--- config.mk ---
export PLATFORM = sky130hd
export DESIGN_NAME = hls_deadlock_monitor_param
export DESIGN_NICKNAME = d
export VERILOG_FILES = /design/src/rtl/hls_deadlock_pkg.sv /design/src/rtl/hls_deadlock_persist_cnt.sv /design/src/rtl/hls_deadlock_monitor_param.sv
export SDC_FILE = /design/constraint.sdc
export NUM_CORES = 1
export LEC_CHECK = 0
export BUFFER_PORTS_ARGS = -buffer_cell sky130_fd_sc_hd__buf_2
export CAP_MARGIN = 20
export CORE_UTILIZATION = 52
export CTS_CLUSTER_DIAMETER = 50
export DETAILED_ROUTE_END_ITERATION = 16
export GPL_TIMING_DRIVEN = 1
export PLACE_DENSITY = 0.79
export RECOVER_POWER = 25
export SLEW_MARGIN = 0
export SYNTH_ARGS = -nofsm -noshare
export SYNTH_HDL_FRONTEND = slang
export SYNTH_SLANG_ARGS = --single-unit
--- constraint.sdc ---
create_clock -name clock -period 2.75 [get_ports clock]
set_input_delay 0.55 -clock clock [delete_from_list [all_inputs] [get_ports clock]]
set_output_delay 0.55 -clock clock [all_outputs]
set_load 0.02 [all_outputs]
--- src/rtl/hls_deadlock_pkg.sv ---
// Shared types and helpers for the per-level HLS deadlock monitor.
//   mon_state_e : FSM encoding exported on mon_state (IDLE=0, SUSPECT=1, DEADLOCK=2)
//   stall_term  : final reduction of the per-level stall term
package hls_deadlock_pkg;

  localparam int unsigned STATE_W = 2;

  typedef enum logic [STATE_W-1:0] {
    MON_IDLE     = 2'd0,
    MON_SUSPECT  = 2'd1,
    MON_DEADLOCK = 2'd2
  } mon_state_e;

  // A stall only counts while at least one instance is still busy.
  function automatic logic stall_term(input logic all_idle,
                                      input logic cur_hit,
                                      input logic sub_hit);
    return ~all_idle & (cur_hit | sub_hit);
  endfunction

endpackage

--- src/rtl/hls_deadlock_persist_cnt.sv ---
// Saturating persistence counter with synchronous clear and registered terminal flag.
//   clock, reset : rising-edge clock, synchronous active-high reset
//   clr_i        : zero the count (wins over inc_i)
//   inc_i        : count up by one, saturating at all-ones
//   term_o       : registered flag, high while the count equals TERM
module hls_deadlock_persist_cnt #(
  parameter int unsigned W    = 1,
  parameter int unsigned TERM = 0
) (
  input  logic clock,
  input  logic reset,
  input  logic clr_i,
  input  logic inc_i,
  output logic term_o
);

  logic [W-1:0] cnt_q, cnt_d;
  logic         term_q;

  // Next count
  always_comb begin
    cnt_d = cnt_q;
    if (clr_i) begin
      cnt_d = '0;
    end else if (inc_i && (cnt_q != '1)) begin
      cnt_d = cnt_q + W'(1);
    end
  end

  // Count and terminal flag registers
  always_ff @(posedge clock) begin
    if (reset) begin
      cnt_q  <= '0;
      term_q <= (TERM == 0);
    end else begin
      cnt_q  <= cnt_d;
      term_q <= (cnt_d == W'(TERM));
    end
  end

  assign term_o = term_q;

endmodule

--- src/rtl/hls_deadlock_monitor_param.sv ---
// Per-level HLS deadlock monitor: combines this level's AXIS stalls with qualified child
// block flags, filters with a persistence threshold, and raises a sticky or self-clearing block.
//   clock, reset     : rising-edge clock, synchronous active-high reset
//   enable           : monitoring on/off (ignored once a sticky block has fired)
//   clear            : one-cycle pulse, drops block and returns to IDLE
//   axis_block_sigs  : per-channel AXIS stall indications
//   inst_idle_sigs   : per-instance idle; all idle forces stall low
//   inst_block_sigs  : forwarded to child monitors elsewhere, not used here
//   sub_block        : block outputs of child monitors
//   block            : registered deadlock flag
//   block_snapshot   : axis_block_sigs captured on DEADLOCK entry
//   deadlock_cycles  : saturating count of cycles spent in DEADLOCK
//   mon_state        : current FSM state
module hls_deadlock_monitor_param
  import hls_deadlock_pkg::*;
#(
  parameter int unsigned                     NUM_AXIS      = 4,
  parameter int unsigned                     NUM_INST      = 4,
  parameter int unsigned                     NUM_SUB       = 1,
  parameter logic [NUM_AXIS-1:0]             CUR_AXIS_MASK = 4'b0001,
  parameter logic [NUM_SUB*NUM_AXIS-1:0]     SUB_AXIS_MASK = 4'b1010,
  parameter int unsigned                     THRESHOLD     = 1,
  parameter bit                              STICKY        = 1'b0,
  parameter int unsigned                     DUR_W         = 32
) (
  input  logic                 clock,
  input  logic                 reset,
  input  logic                 enable,
  input  logic                 clear,
  input  logic [NUM_AXIS-1:0]  axis_block_sigs,
  input  logic [NUM_INST-1:0]  inst_idle_sigs,
  input  logic [NUM_SUB-1:0]   inst_block_sigs,
  input  logic [NUM_SUB-1:0]   sub_block,
  output logic                 block,
  output logic [NUM_AXIS-1:0]  block_snapshot,
  output logic [DUR_W-1:0]     deadlock_cycles,
  output logic [STATE_W-1:0]   mon_state
);

  localparam int unsigned CNT_W = $clog2(THRESHOLD + 1);

  localparam logic [STATE_W-1:0] ST_IDLE     = MON_IDLE;
  localparam logic [STATE_W-1:0] ST_SUSPECT  = MON_SUSPECT;
  localparam logic [STATE_W-1:0] ST_DEADLOCK = MON_DEADLOCK;

  logic [STATE_W-1:0]  state_q, state_d;
  logic                block_q;
  logic [NUM_AXIS-1:0] snap_q;
  logic [DUR_W-1:0]    dur_q;
  logic                cur_hit, sub_hit, stall;
  logic                cnt_term, cnt_inc;
  logic                dl_entry;
  logic                unused_inst_block;

  assign unused_inst_block = ^inst_block_sigs;

  // Stall term: own channels, or a blocked child whose qualifying channels are stalled
  always_comb begin
    cur_hit = |(axis_block_sigs & CUR_AXIS_MASK);
    sub_hit = 1'b0;
    for (int unsigned s = 0; s < NUM_SUB; s++) begin
      sub_hit = sub_hit |
                (sub_block[s] & (|(axis_block_sigs & SUB_AXIS_MASK[s*NUM_AXIS +: NUM_AXIS])));
    end
    stall = stall_term(&inst_idle_sigs, cur_hit, sub_hit);
  end

  // Next-state logic; clear overrides every state
  always_comb begin
    state_d = state_q;
    case (state_q)
      ST_IDLE: begin
        if (enable && stall) begin
          state_d = (THRESHOLD == 1) ? ST_DEADLOCK : ST_SUSPECT;
        end
      end
      ST_SUSPECT: begin
        if (!enable || !stall) begin
          state_d = ST_IDLE;
        end else if (cnt_term) begin
          state_d = ST_DEADLOCK;
        end
      end
      ST_DEADLOCK: begin
        if (!STICKY && (!enable || !stall)) begin
          state_d = ST_IDLE;
        end
      end
      default: state_d = ST_IDLE;
    endcase
    if (clear) begin
      state_d = ST_IDLE;
    end
  end

  // Counter advances only while (re)entering SUSPECT; anything else restarts it
  assign cnt_inc  = (state_d == ST_SUSPECT);
  assign dl_entry = (state_d == ST_DEADLOCK) && (state_q != ST_DEADLOCK);

  hls_deadlock_persist_cnt #(
    .W    (CNT_W),
    .TERM (THRESHOLD - 1)
  ) u_persist_cnt (
    .clock  (clock),
    .reset  (reset),
    .clr_i  (!cnt_inc),
    .inc_i  (cnt_inc),
    .term_o (cnt_term)
  );

  // State, block flag and debug capture registers
  always_ff @(posedge clock) begin
    if (reset) begin
      state_q <= ST_IDLE;
      block_q <= 1'b0;
      snap_q  <= '0;
      dur_q   <= '0;
    end else begin
      state_q <= state_d;
      block_q <= (state_d == ST_DEADLOCK);
      if (dl_entry) begin
        snap_q <= axis_block_sigs;
        dur_q  <= '0;
      end else if ((state_q == ST_DEADLOCK) && (dur_q != '1)) begin
        dur_q  <= dur_q + DUR_W'(1);
      end
    end
  end

  assign block           = block_q;
  assign block_snapshot  = snap_q;
  assign deadlock_cycles = dur_q;
  assign mon_state       = state_q;

endmodule

==> flow_summary.yaml, run 1 <==
synthesis:
  synth.top_cells.by_count: "40 x dfxtp_1, 29 x a21oi_1, 21 x o21ai_0"
  ys_seq_area_share_pct: 41.2
  syn_area_mm2: 0.00194
  yosysTopAreaCell: "dfxtp_1"
  synth_top_area_share_pct: 41.2
  synth_cell_types: 34
  yosys-top-cells-area: "dfxtp_1 41%, a21oi_1 7.5%, or3_1 6.1%, o21ai_0 5.4%, nand4_1 4.5%"
  ys_ff_latch: 40
  synth_nets: 253
  postSynth.asyncResetShare_pct: 0
  postSynthCellCount: 238
  yosys_warnings: 0
  synth-edff-count: 0
  post-synth-top-count-cell: "dfxtp_1"
  yosys_most_used_dff: "dfxtp_1"
  syn_area_per_cell_um2: 8.16
timing:
  finalMaxSlewViolations: 0
  fin_crit_sh_pct: 84.3
  finalCriticalPeriod_ps: 2320
  tightest_slew_ps: 595
  rsz0062_at_grt: "no"
  tns_ps: 0
  skew_ps: 4.87
  max_freq_ghz: 0.431
  setup_viol: 0
  hold_violations: 0
  slew_headroom_pct: 59.9
clock_tree:
  cts-buffers-inserted: 5
  cts_resized: 0
  htree_levels: 2
  cts_tree: "built"
  hold_buffers: 0
  clockRootBuffer: "clkbuf_8"
  cts_setup_buffers: 0
  clkLatencyLatePin_ps: 290
  clkTransAtPathRegs_ps: 70
  cts_sinks: 40
  clockBufferDepth: 2
final_layout:
  fin_nets: 305
  antenna_cells: 0
  postLayoutCoreUtil_pct: 66.2
  drive_gt1_share_pct: 17.7
  syn_to_final_growth_pct: 18.2
global_routing:
  antenna_found_initial: 0
  grtUsageTotal_pct: 23.8
  grt_pass1_wl_um: 7600
  overflow: 0
  grt_max_degree: 33
  first_global_vias: 1753
pwr:
  p_leak_uw: 0.000825
  p_total_uw: 976
  powerDensity_mw_per_mm2: 425
  peakVddDrop_v: 0.000318
detailed_routing:
  vias: 1973
  vias_per_cell: 5.91
  drt-total-wl_um: 4380
  first_iter_violations: 107
  first_pass_iters: 4
  wl_per_cell_um: 13.1
  drc_errors: 0
  antenna_left: 0
floorplanning:
  rows: 21
  initial_core_util_pct: 56.0
  pin_count: 53
  dieWidth_um: 63.1
  die_height_um: 63.1
  die_area_mm2: 0.00398
  fp.coreArea_mm2: 0.00347
hold_path:
  hold_class: "register to register"
critical_path:
  cp-start-kind: "register"
  end_kind: "register"
  crit_type: "register to register"
  worstPathArrival_ps: 2530
  worstPathRequired_ps: 2960
  path_max_fanout: 6
run:
  drv_cap: 0
placed_design:
  gp_congestion: 0.823
  dpl.hpwl_um: 3130
  io_buffers: 51
status:
  status: "complete, no violations"
==> final timing paths <==
kind / depth (start not counted) / startpoint / endpoint / slack, ps
worst max register to register: 5 / deadlock_cycles[2]$_SDFFE_PP0P_ / deadlock_cycles[29]$_SDFFE_PP0P_ / 430
worst min-delay path: 2 / block_snapshot[0]$_SDFFE_PP0P_ / block_snapshot[0]$_SDFFE_PP0P_ / 450
worst min register to register: 2 / block_snapshot[0]$_SDFFE_PP0P_ / block_snapshot[0]$_SDFFE_PP0P_ / 450
worst max-delay path: 5 / deadlock_cycles[2]$_SDFFE_PP0P_ / deadlock_cycles[29]$_SDFFE_PP0P_ / 430
==> registers in the layout, summed over array words and instances, names as in the netlist <==
name / flops
deadlock_cycles: 32
u_persist_cnt.term_o: 1
block: 1
block_snapshot: 4
mon_state: 2
==> critical path: stages (launching register included) <==
cell and delay, ps:
dfxtp_1 480, nand4_4 170, or4_1 590, or4_1 530, or3_1 310, a21oi_1 150
==> area by class of cell <==
class / count / area [um2]
flip-flops and latches: 40 / 801
inverters: 8 / 30.0
well taps: 46 / 57.6
repair buffers: 54 / 263
clock buffers: 5 / 68.8
fillers: 325 / 1170
multi-input cells: 181 / 1070
==> per-layer routing <==
layer  wire (um)  global-route usage [%]  vias to the layer above  share of wire [%]
li1            -                       -                      993                  -
met1        2080                    30.0                      911                 47
met2        2050                    40.2                       64                 47
met3         208                    4.35                        5                4.7
met4          47                    8.72                        0                1.1
met5           0                       0                        -                  0
==> placed cells by master, fill, tap and decap left out, types with 12 or more instances in the layout <==
| master | n |
|---|---|
| nand4_1 | 14 |
| a21oi_1 | 29 |
| or3_1 | 19 |
| buf_2 | 39 |
| dfxtp_1 | 40 |
| nand2_1 | 19 |
| nand3_1 | 13 |
| o21ai_0 | 21 |
| clkbuf_1 | 12 |
| nor2_1 | 13 |
==> per-stage QoR <==
stage	std cells	instance area [um2]	hold slack, ps	setup WS, ps
after global placement	329	2240	442	496
after CTS	334	2310	454	422
after floorplan	238	1940	491	481
after global routing	334	2290	482	207
after detailed placement	329	2240	444	447
final	334	2290	454	432
==> power by group <==
group	internal, uW	switching, uW	total, uW	leakage [uW]
Sequential	583	2.95	586	0.000323
Combinational	15.5	29.7	45.2	0.000467
Clock	163	181	344	0.0000359
==> kinds of logic (layout without fill, tap and decap cells) <==
logic type / after synthesis / in the layout / synth area share, %
buffers and inverters: 17 / 67 / 3.41
AO/OA/AOI/OAI: 64 / 64 / 18.6
flip-flops: 40 / 40 / 41.2
AND/OR/NAND/NOR: 108 / 108 / 32.3
XOR/XNOR: 6 / 6 / 2.71
multiplexers: 2 / 2 / 1.03
adder cells (fa/ha/maj): 1 / 1 / 0.644
No activity file was read; power rests on OpenSTA's default activity.
==> run 2, diff against run 1 <==
--- a/config.mk
+++ b/config.mk
@@ -7,11 +7,11 @@
 export LEC_CHECK = 0
 export BUFFER_PORTS_ARGS = -buffer_cell sky130_fd_sc_hd__buf_2
 export CAP_MARGIN = 20
-export CORE_UTILIZATION = 52
+export CORE_UTILIZATION = 47
 export CTS_CLUSTER_DIAMETER = 50
 export DETAILED_ROUTE_END_ITERATION = 16
 export GPL_TIMING_DRIVEN = 1
-export PLACE_DENSITY = 0.79
+export PLACE_DENSITY = 0.76
 export RECOVER_POWER = 25
 export SLEW_MARGIN = 0
 export SYNTH_ARGS = -nofsm -noshare
==> constraint.sdc (replaced) <==
create_clock -name clock -period 1.9 [get_ports clock]
set_input_delay 0.38 -clock clock [delete_from_list [all_inputs] [get_ports clock]]
set_output_delay 0.38 -clock clock [all_outputs]
set_load 0.02 [all_outputs]
==> flow_summary.yaml, run 2 (same netlist as run 1, synthesis figures left out) <==
placed_design:
  dp_cells: 368
  io_buffers: 51
  gp_congestion: 0.809
  dpl.hpwl_um: 3680
  dpl_cell_area_mm2: 0.00258
global_routing:
  use_met3_pct: 5.17
  met2_usage_pct: 41.7
  overflow: 0
  grt_pass1_wl_um: 8010
  antenna_found_initial: 0
  grtUsageTotal_pct: 23.9
  grt_max_degree: 33
  busiest_layer: "met2"
  use_met1_pct: 28.2
  first_global_vias: 1871
detailed_routing:
  drt-total-wl_um: 5480
  drc_errors: 0
  first_pass_iters: 4
  vias: 2191
  vias_per_cell: 5.77
  first_iter_violations: 250
  antenna_left: 0
  wl_per_cell_um: 14.4
critical_path:
  crit_type: "register to register"
  cp-start-kind: "register"
  worstPathArrival_ps: 2220
  worstPathRequired_ps: 2130
  path_max_fanout: 6
  end_kind: "register"
clock_tree:
  clockBufferDepth: 2
  hold_buffers: 0
  clockRootBuffer: "clkbuf_8"
  cts-buffers-inserted: 5
  htree_levels: 2
  clkLatencyLatePin_ps: 290
  cts_tree: "built"
  clkTransAtPathRegs_ps: 80
  cts_sinks: 40
floorplanning:
  dieWidth_um: 66.3
  rows: 22
  fp.coreArea_mm2: 0.00380
  initial_core_util_pct: 51.1
  die_area_mm2: 0.00439
  die_height_um: 66.3
  pin_count: 53
timing:
  rsz0062_at_grt: "yes"
  finalMaxSlewViolations: 0
  tns_ps: -89.0
  setup_viol: 1
  finalCriticalPeriod_ps: 1990
  skew_ps: 7.22
  hold_violations: 0
  slew_headroom_pct: 73.4
  fin_crit_sh_pct: 105
  max_freq_ghz: 0.503
  tightest_slew_ps: 397
  fin_ws_ps: -89.0
hold_path:
  hold_class: "input port to register"
status:
  violations: "negative setup slack"
  status: "finished with violations"
final_layout:
  mostFrequentLayoutCell: "buf_2"
  syn_to_final_growth_pct: 45.0
  antenna_cells: 0
  drive_gt1_share_pct: 39.2
  final_cell_mix: "40 x buf_2, 38 x buf_4, 29 x a21oi_1"
  fin_cells: 380
  fin_nets: 346
  postLayoutCoreUtil_pct: 74.1
  largest_register_ffs: 32
  design_area_mm2: 0.00282
pwr:
  p_total_uw: 1530
  powerDensity_mw_per_mm2: 542
  p_leak_uw: 0.00109
  peakVddDrop_v: 0.000421
run:
  drv_cap: 0
-- run 2: worst paths after layout --
path                                                 startpoint                               end  slack, ps  depth (start not counted)
worst min register to register   block_snapshot[1]$_SDFFE_PP0P_    block_snapshot[1]$_SDFFE_PP0P_        460                          2
worst max-delay path            deadlock_cycles[4]$_SDFFE_PP0P_  deadlock_cycles[29]$_SDFFE_PP0P_        -90                          5
worst max register to register  deadlock_cycles[4]$_SDFFE_PP0P_  deadlock_cycles[29]$_SDFFE_PP0P_        -90                          5
worst min-delay path                         axis_block_sigs[2]    block_snapshot[2]$_SDFFE_PP0P_        320                          3
-- run 2: through the flow --
stage / setup WS (ps) / hold slack (ps)
floorplan: -134 / 491
global placement: -6.31 / 442
detailed placement: -42.9 / 451
CTS: -61.3 / 323
global route: -162 / 348
finish: -89.0 / 323
-- run 2: timing repair --
action | CTS | global route
cloned | 1 | 0
hold endpoints to repair | 0 | 0
buffers inserted | 0 | 3
gates resized for setup | 5 | 25
setup endpoints to repair | 11 | 28
pin swaps | 2 | 17
-- run 2: where the power goes --
group          switching, uW  leakage (uW)  internal [uW]
clock network            292     0.0000515            331
logic                   44.8      0.000703           24.0
registers               3.28      0.000337            831
total                    340       0.00109           1190
-- run 2: final cells by class --
| type | instances | area, um2 |
|---|---|---|
| clock buffers | 8 | 100 |
| inverters | 8 | 30.0 |
| flip-flops and latches | 40 | 852 |
| repair buffers | 95 | 587 |
| well taps | 48 | 60.1 |
| fillers | 294 | 983 |
| multi-input cells | 181 | 1190 |
-- run 2: worst max-delay path, stage by stage (launching register included) --
cell	delay (ps)
dfxtp_4	360
nand4_4	160
or4_4	530
or4_4	430
or3_1	320
a21oi_1	120
-- run 2: metal layers --
layer / routed length [um] / vias to the layer above
li1: - / 1085
met1: 2350 / 1012
met2: 2670 / 82
met3: 381 / 12
met4: 85 / 0
met5: 0 / -
